[src/rtl/pcm_fifo_packer_if.sv]
`default_nettype none
// ============================================================================
// Module   : pcm_fifo_packer_if
// Brief    : PCM sample input and byte-wide TX FIFO write port for the packer.
// Revision : 1.0
// ============================================================================
interface pcm_fifo_packer_if #(
    parameter int DATA_WIDTH = 16
);
    logic                  pcm_valid_i;
    logic [DATA_WIDTH-1:0] pcm_data_i;
    logic                  fifo_full_i;
    logic                  fifo_wr_en_o;
    logic [7:0]            fifo_data_o;

    // Environment side: sample source plus FIFO status, observes FIFO writes.
    modport master (
        output pcm_valid_i,
        output pcm_data_i,
        output fifo_full_i,
        input  fifo_wr_en_o,
        input  fifo_data_o
    );

    modport slave (
        input  pcm_valid_i,
        input  pcm_data_i,
        input  fifo_full_i,
        output fifo_wr_en_o,
        output fifo_data_o
    );
endinterface
`default_nettype wire

[src/rtl/pcm_fifo_packer.sv]
`default_nettype none
// ============================================================================
// Module   : pcm_fifo_packer
// Brief    : Byte-serialises PCM samples into the TX FIFO with periodic sync
//            headers, a one-sample pending slot and drop statistics.
// Revision : 1.0
// ============================================================================
module pcm_fifo_packer #(
    parameter int         DATA_WIDTH     = 16,
    parameter int         SYNC_INTERVAL  = 256,
    parameter logic [7:0] SYNC_BYTE0     = 8'hA5,
    parameter logic [7:0] SYNC_BYTE1     = 8'h5A,
    parameter int         DROP_CNT_WIDTH = 16
) (
    input  wire logic                      clk,
    input  wire logic                      rst,
    input  wire logic                      enable_i,
    input  wire logic                      clear_stats_i,
    pcm_fifo_packer_if.slave               bus,
    output logic                           busy_o,
    output logic                           overflow_o,
    output logic [DROP_CNT_WIDTH-1:0]      drop_count_o
);

    localparam int c_CNT_W = (SYNC_INTERVAL > 1) ? $clog2(SYNC_INTERVAL) : 1;
    localparam logic [c_CNT_W-1:0] c_CNT_LAST =
        c_CNT_W'((SYNC_INTERVAL > 0) ? (SYNC_INTERVAL - 1) : 0);
    localparam logic c_HDR_EN = (SYNC_INTERVAL != 0);

    typedef enum logic [2:0] {
        S_IDLE  = 3'd0,
        S_SYNC0 = 3'd1,
        S_SYNC1 = 3'd2,
        S_SEQ   = 3'd3,
        S_LSB   = 3'd4,
        S_MSB   = 3'd5
    } state_t;

    state_t                    r_state;
    state_t                    w_state_nxt;
    logic [DATA_WIDTH-1:0]     r_work;
    logic [DATA_WIDTH-1:0]     r_pend_data;
    logic                      r_pend_valid;
    logic [c_CNT_W-1:0]        r_sample_cnt;
    logic [c_CNT_W-1:0]        w_cnt_inc;
    logic [7:0]                r_seq;
    logic                      r_overflow;
    logic [DROP_CNT_WIDTH-1:0] r_drop_cnt;

    logic       w_wr;
    logic [7:0] w_byte;
    logic       w_load;
    logic       w_hdr_now;
    logic       w_hdr_next;
    logic       w_capture;
    logic       w_drop;

    assign w_cnt_inc  = (r_sample_cnt == c_CNT_LAST) ? '0 : r_sample_cnt + c_CNT_W'(1);
    assign w_hdr_now  = c_HDR_EN && (r_sample_cnt == '0);
    // A sample loaded straight out of MSB sees the counter as it will be after this write.
    assign w_hdr_next = c_HDR_EN && (w_cnt_inc == '0);

    always_comb begin
        w_state_nxt = r_state;
        w_wr        = 1'b0;
        w_byte      = 8'h00;
        w_load      = 1'b0;
        case (r_state)
            S_IDLE: begin
                if (r_pend_valid) begin
                    w_load      = 1'b1;
                    w_state_nxt = w_hdr_now ? S_SYNC0 : S_LSB;
                end
            end
            S_SYNC0: begin
                w_byte = SYNC_BYTE0;
                w_wr   = ~bus.fifo_full_i;
                if (w_wr) w_state_nxt = S_SYNC1;
            end
            S_SYNC1: begin
                w_byte = SYNC_BYTE1;
                w_wr   = ~bus.fifo_full_i;
                if (w_wr) w_state_nxt = S_SEQ;
            end
            S_SEQ: begin
                w_byte = r_seq;
                w_wr   = ~bus.fifo_full_i;
                if (w_wr) w_state_nxt = S_LSB;
            end
            S_LSB: begin
                w_byte = r_work[7:0];
                w_wr   = ~bus.fifo_full_i;
                if (w_wr) w_state_nxt = S_MSB;
            end
            S_MSB: begin
                w_byte = r_work[15:8];
                w_wr   = ~bus.fifo_full_i;
                if (w_wr) begin
                    if (r_pend_valid) begin
                        w_load      = 1'b1;
                        w_state_nxt = w_hdr_next ? S_SYNC0 : S_LSB;
                    end else begin
                        w_state_nxt = S_IDLE;
                    end
                end
            end
            default: w_state_nxt = S_IDLE;
        endcase
    end

    assign w_capture = bus.pcm_valid_i & enable_i;
    // The slot frees up in the same cycle it is loaded, so that capture is not a drop.
    assign w_drop    = w_capture & r_pend_valid & ~w_load;

    always_ff @(posedge clk or posedge rst) begin
        if (rst) begin
            r_state      <= S_IDLE;
            r_work       <= '0;
            r_pend_data  <= '0;
            r_pend_valid <= 1'b0;
            r_sample_cnt <= '0;
            r_seq        <= 8'h00;
        end else begin
            r_state <= w_state_nxt;
            if (w_load) r_work <= r_pend_data;
            if (w_capture && (!r_pend_valid || w_load)) begin
                r_pend_valid <= 1'b1;
                r_pend_data  <= bus.pcm_data_i;
            end else if (w_load) begin
                r_pend_valid <= 1'b0;
            end
            if (r_state == S_SEQ && w_wr) r_seq <= r_seq + 8'd1;
            if (r_state == S_MSB && w_wr) r_sample_cnt <= w_cnt_inc;
        end
    end

    always_ff @(posedge clk or posedge rst) begin
        if (rst) begin
            r_overflow <= 1'b0;
            r_drop_cnt <= '0;
        end else if (clear_stats_i) begin
            r_overflow <= 1'b0;
            r_drop_cnt <= '0;
        end else if (w_drop) begin
            r_overflow <= 1'b1;
            if (r_drop_cnt != '1) r_drop_cnt <= r_drop_cnt + DROP_CNT_WIDTH'(1);
        end
    end

    assign bus.fifo_wr_en_o = w_wr;
    assign bus.fifo_data_o  = w_byte;
    assign busy_o           = (r_state != S_IDLE) | r_pend_valid;
    assign overflow_o       = r_overflow;
    assign drop_count_o     = r_drop_cnt;

endmodule
`default_nettype wire

[src/flat_wrapper.sv]
// flat-port wrapper written by rule: the top's interface ports become plain ports
module pcm_fifo_packer_flat 
#(
    parameter int         DATA_WIDTH     = 16,
    parameter int         SYNC_INTERVAL  = 256,
    parameter logic [7:0] SYNC_BYTE0     = 8'hA5,
    parameter logic [7:0] SYNC_BYTE1     = 8'h5A,
    parameter int         DROP_CNT_WIDTH = 16
)
  (clk, rst, enable_i, clear_stats_i, busy_o, overflow_o, drop_count_o, bus_pcm_valid_i, bus_pcm_data_i, bus_fifo_full_i, bus_fifo_wr_en_o, bus_fifo_data_o);
  pcm_fifo_packer_if #(.DATA_WIDTH(DATA_WIDTH)) bus_i ();
  input  wire logic clk;
  input  wire logic rst;
  input  wire logic enable_i;
  input  wire logic clear_stats_i;
  output logic busy_o;
  output logic overflow_o;
  output logic [DROP_CNT_WIDTH-1:0] drop_count_o;
  input wire logic [$bits(bus_i.pcm_valid_i)-1:0] bus_pcm_valid_i;
  input wire logic [$bits(bus_i.pcm_data_i)-1:0] bus_pcm_data_i;
  input wire logic [$bits(bus_i.fifo_full_i)-1:0] bus_fifo_full_i;
  output wire logic [$bits(bus_i.fifo_wr_en_o)-1:0] bus_fifo_wr_en_o;
  output wire logic [$bits(bus_i.fifo_data_o)-1:0] bus_fifo_data_o;
  assign bus_i.pcm_valid_i = bus_pcm_valid_i;
  assign bus_i.pcm_data_i = bus_pcm_data_i;
  assign bus_i.fifo_full_i = bus_fifo_full_i;
  assign bus_fifo_wr_en_o = bus_i.fifo_wr_en_o;
  assign bus_fifo_data_o = bus_i.fifo_data_o;
  pcm_fifo_packer #(.DATA_WIDTH(DATA_WIDTH), .SYNC_INTERVAL(SYNC_INTERVAL), .SYNC_BYTE0(SYNC_BYTE0), .SYNC_BYTE1(SYNC_BYTE1), .DROP_CNT_WIDTH(DROP_CNT_WIDTH)) u_core (.clk(clk), .rst(rst), .enable_i(enable_i), .clear_stats_i(clear_stats_i), .bus(bus_i), .busy_o(busy_o), .overflow_o(overflow_o), .drop_count_o(drop_count_o));
endmodule
[config.mk]
export PLATFORM = sky130hd
export DESIGN_NAME = pcm_fifo_packer_flat
export DESIGN_NICKNAME = d
export VERILOG_FILES = /design/src/rtl/pcm_fifo_packer_if.sv /design/src/rtl/pcm_fifo_packer.sv /design/src/flat_wrapper.sv
export SDC_FILE = /design/constraint.sdc
export NUM_CORES = 1
export LEC_CHECK = 0
export ABC_AREA = 1
export CAP_MARGIN = 20
export CORE_MARGIN = 2
export CORE_UTILIZATION = 55
export DETAILED_ROUTE_END_ITERATION = 8
export PLACE_DENSITY = 0.79
export SYNTH_ARGS = -nofsm -noshare
export SYNTH_HDL_FRONTEND = slang
export SYNTH_SLANG_ARGS = --single-unit
export TNS_END_PERCENT = 30
[constraint.sdc]
create_clock -name clk -period 2.8 [get_ports clk]
set_clock_uncertainty 0.1 [all_clocks]
set_input_delay 0.7 -clock clk [delete_from_list [all_inputs] [get_ports clk]]
set_output_delay 0.7 -clock clk [all_outputs]
set_load 0.01 [all_outputs]
==> key figures <==
Timing
  – Highest achievable clock rate: about 370 MHz
  – Finish-stage setup viols: 0
  – Relative slew slack: 0.701
  – Slew Viols, Final: 0
  – Final count of hold timing violations: 0
  – Tmin final: between 2 and 3 ns
  – Part of the cycle the worst path needs: 0.970
  – Transition time at the pin with the least slew margin: 0.445 ns
  – Worst hold slack after final layout: ~0.38 ns
  – Final setup TNS: 0 ns
  – Worst setup margin: ~0.083 ns

Finish
  – Share of layout cells above drive strength 1: 0.112
  – Area growth from synthesis to final layout: 23.4%
  – Post-route standard cell area excluding fillers: ~0.0046 mm²
  – Final core utilization: 0.711
  – Leading cell type in the layout, fill and taps excluded: nand2_1
  – Inserted Diodes: 0
  – Non-filler instance count after layout: between 600 and 700
  – Commonest cells after routing, fill and taps aside: 137 x nand2_1, 67 x dfrtp_1, 57 x inv_1
  – Fin nets: roughly 570
  – Fill cell count: approximately 510

Synth
  – Synthesized area per cell: approximately 7.8 µm²
  – Sequential fraction of the synthesis area: 0.467
  – Gate count after technology mapping: between 400 and 500
  – Post-Syn Nets: around 500
  – Post-synthesis instance area: roughly 0.0037 mm²
  – Total of flip-flops plus latches after synthesis: between 60 and 70
  – Yosys warns: 0
  – Number of different library cells in the post-synthesis netlist: 37

GRT
  – Antenna violations before repair: 0
  – Vias in the first global route: roughly 3000
  – Global-route wire length before repair: 14.2 mm
  – Total track usage: 0.241
  – Final global-route overflow total: 0
  – Largest net degree at the start of global routing: 51

Floorplan
  – Top-Level Pins: 49
  – Cell Rows: 29
  – Die extent in y: roughly 86 µm
  – Initial Util: 0.576
  – Die outline area: roughly 0.0074 mm²
  – Std-Cell Core Area: ~0.0064 mm²
  – Die outline width: approximately 86 µm

Placement
  – Routability cong.: 0.939
  – HPWL after DPL: 5.68 mm
  – Number of I/O port buffers: 48
  – Area of placed instances: approximately 0.0043 mm²
  – Number of instances in the placed design: around 600
  – Worst Setup Slack post-DPL: ~0.13 ns

Critical path
  – Critical Path Stages: 5
  – Category of cells accounting for the largest share of critical-path delay: buffers and inverters
  – Critical Path Source: u_core.r_state[2]
  – Largest driver fanout on the critical path: 7
  – Setup slack of the worst register-to-register path: roughly 0.80 ns
  – Cells along the critical path: buf_4 > nor2_4 > inv_2 > a31oi_1 > clkdlybuf4s50_1
  – Kind of start point of the critical path: flop
  – Cell with the largest stage delay on the worst path: clkdlybuf4s50_1
  – Delay of the slowest cell on the worst path: 0.55 ns
  – Buffers plus inverters on the worst setup path: 3
  – Critical path capture point type: output pin
  – Required arrival time at the worst endpoint: ~2.0 ns
  – R2r startpoint: u_core.drop_count_o[0]
  – Critical path data arrival time: about 1.9 ns
  – Length in cells of the worst reg-to-reg path: 9
  – Critical Path End: bus_fifo_wr_en_o
  – Setup Crit Path Kind: reg2out
  – Critical R2R Capture: u_core.drop_count_o[5]

Route
  – Vias/cell: 5.27
  – Drt pass-1 iters: 5
  – Via count of the routed design: 3271
  – DRC marker count from the first detailed-route iteration: around 250
  – DR DRC count: 0
  – Routed wire length: slightly above 8 mm
  – Avg WL per Cell: approximately 13 µm
  – Final antenna-violating net count: 0

Clocking
  – Buffer cell driving the clock tree root: clkbuf_8
  – Clock tree from TritonCTS: done
  – Largest buffer count on any clock path: 2
  – CTS H-tree lvls: 3
  – Clock Pin Slew Worst Setup and Hold Paths: roughly 0.08 ns
  – CTS sink count: 69
  – Clock buffer count from CTS: 9
  – Insertion delay to the later sink of the worst-skew pair: 0.35 ns

Power
  – Maximum vdd drop: between 0.5 and 0.6 mV
  – Leakage power summed over all cells: ~2.3 nW
  – Ratio of total power to cell area: roughly 880 mW/mm²
  – Design Power: between 4 and 5 mW

Worst hold path
  – Hold Crit Class: reg2reg

Job
  – MaxCap Viol Count: 0

Run status
  – Run status: finished clean
[worst register-to-register path: stages, from the launching register on]
cell      delay (ns)
dfrtp_1         0.42
ha_1            0.20
nand2_1         0.07
inv_2           0.07
nand2_1         0.13
nor2_2          0.20
nand4_1         0.20
a21boi_2        0.23
buf_4           0.15
o21ai_0         0.15
[sequential cells by signal, summed over array words and instances, names as in the netlist]
name,flops
u_core.r_state,3
u_core.r_sample_cnt,8
u_core.r_work,16
u_core.overflow_o,1
u_core.r_pend_data,16
u_core.r_seq,8
u_core.r_pend_valid,1
u_core.drop_count_o,16
[layout make-up]
type | instances | area [µm²] | share of cell area
Inverter | 66 | 253 | 0.0554
Timing Repair Buffer | 63 | 599 | 0.131
Clock inverter | 7 | 83.8 | 0.0184
Tap cell | 77 | 96.3 | 0.0211
Clock buffer | 9 | 124 | 0.0271
Multi-Input combinational cell | 330 | 1680 | 0.368
Sequential cell | 69 | 1730 | 0.379
[synth_stat cells]
cell	instances	area share
a21boi_2	1	0.0030
a21oi_1	12	0.016
a31o_2	1	0.0024
a31oi_1	1	0.0017
and2_1	1	0.0017
buf_2	2	0.0027
buf_4	1	0.0020
buf_6	3	0.0091
clkbuf_1	6	0.0061
clkinv_1	2	0.0020
dfrtp_1	69	0.47
ha_1	5	0.017
inv_1	58	0.059
inv_2	4	0.0041
inv_4	2	0.0034
nand2_1	138	0.14
nand2_2	3	0.0051
nand2_4	2	0.0061
nand3_1	35	0.047
nand3_2	1	0.0027
nand3b_1	1	0.0020
nand4_1	9	0.015
nor2_1	35	0.036
nor2_2	3	0.0051
nor2_4	3	0.0091
nor3_1	5	0.0068
nor3_2	1	0.0027
nor3b_1	1	0.0020
nor4_1	1	0.0017
o21ai_0	41	0.055
o21ai_1	1	0.0014
o21ai_2	1	0.0024
o21ai_4	1	0.0044
o21bai_1	2	0.0041
o22ai_1	8	0.014
xnor2_1	5	0.012
xor2_1	12	0.028
[worst min-delay path by stage]
stage,startpoint,endpoint,depth (start not counted)
finish,u_core.r_pend_data[5],u_core.r_pend_data[5],2
global route,u_core.r_pend_data[13],u_core.r_work[13],2
CTS,u_core.r_pend_data[2],u_core.r_pend_data[2],2
detailed placement,u_core.r_pend_data[2],u_core.r_pend_data[2],2
global placement,u_core.r_pend_data[4],u_core.r_pend_data[4],2
floorplan,u_core.r_seq[7],u_core.r_seq[7],2
[routing by layer]
layer / GRT usage / share of wire / up-vias
li1: - / - / 1641
met1: 0.352 / 0.47 / 1512
met2: 0.351 / 0.46 / 105
met3: 0.0385 / 0.056 / 13
met4: 0.110 / 0.017 / 0
met5: 0 / 0 / -
[power by group]
| part | internal (mW) | leakage, nW | total, mW | switching, mW |
|---|---|---|---|---|
| Combinational | 0.624 | 1.27 | 1.61 | 0.986 |
| Sequential | 1.33 | 0.881 | 1.55 | 0.227 |
| Clock | 0.425 | 0.102 | 0.855 | 0.430 |
| Total | 2.37 | 2.26 | 4.02 | 1.64 |
[repair_timing]
| action | in CTS | in global routing |
|---|---|---|
| gates cloned | 0 | 0 |
| buffers inserted | 2 | 0 |
| hold buffers | 0 | 0 |
| setup endpoints to repair | 9 | 2 |
| resized for setup | 12 | 5 |
[kinds of logic (layout without fill, tap and decap cells)]
| group | Yosys count | after routing | share of synthesized area |
|---|---|---|---|
| buffers and inverters | 78 | 145 | 0.0883 |
| AND/OR/NAND/NOR | 239 | 239 | 0.283 |
| XOR/XNOR | 17 | 17 | 0.0403 |
| adder cells (fa/ha/maj) | 5 | 5 | 0.0169 |
| AO/OA/AOI/OAI | 69 | 69 | 0.105 |
| flip-flops | 69 | 69 | 0.467 |
No activity file was read; power rests on OpenSTA's default activity.
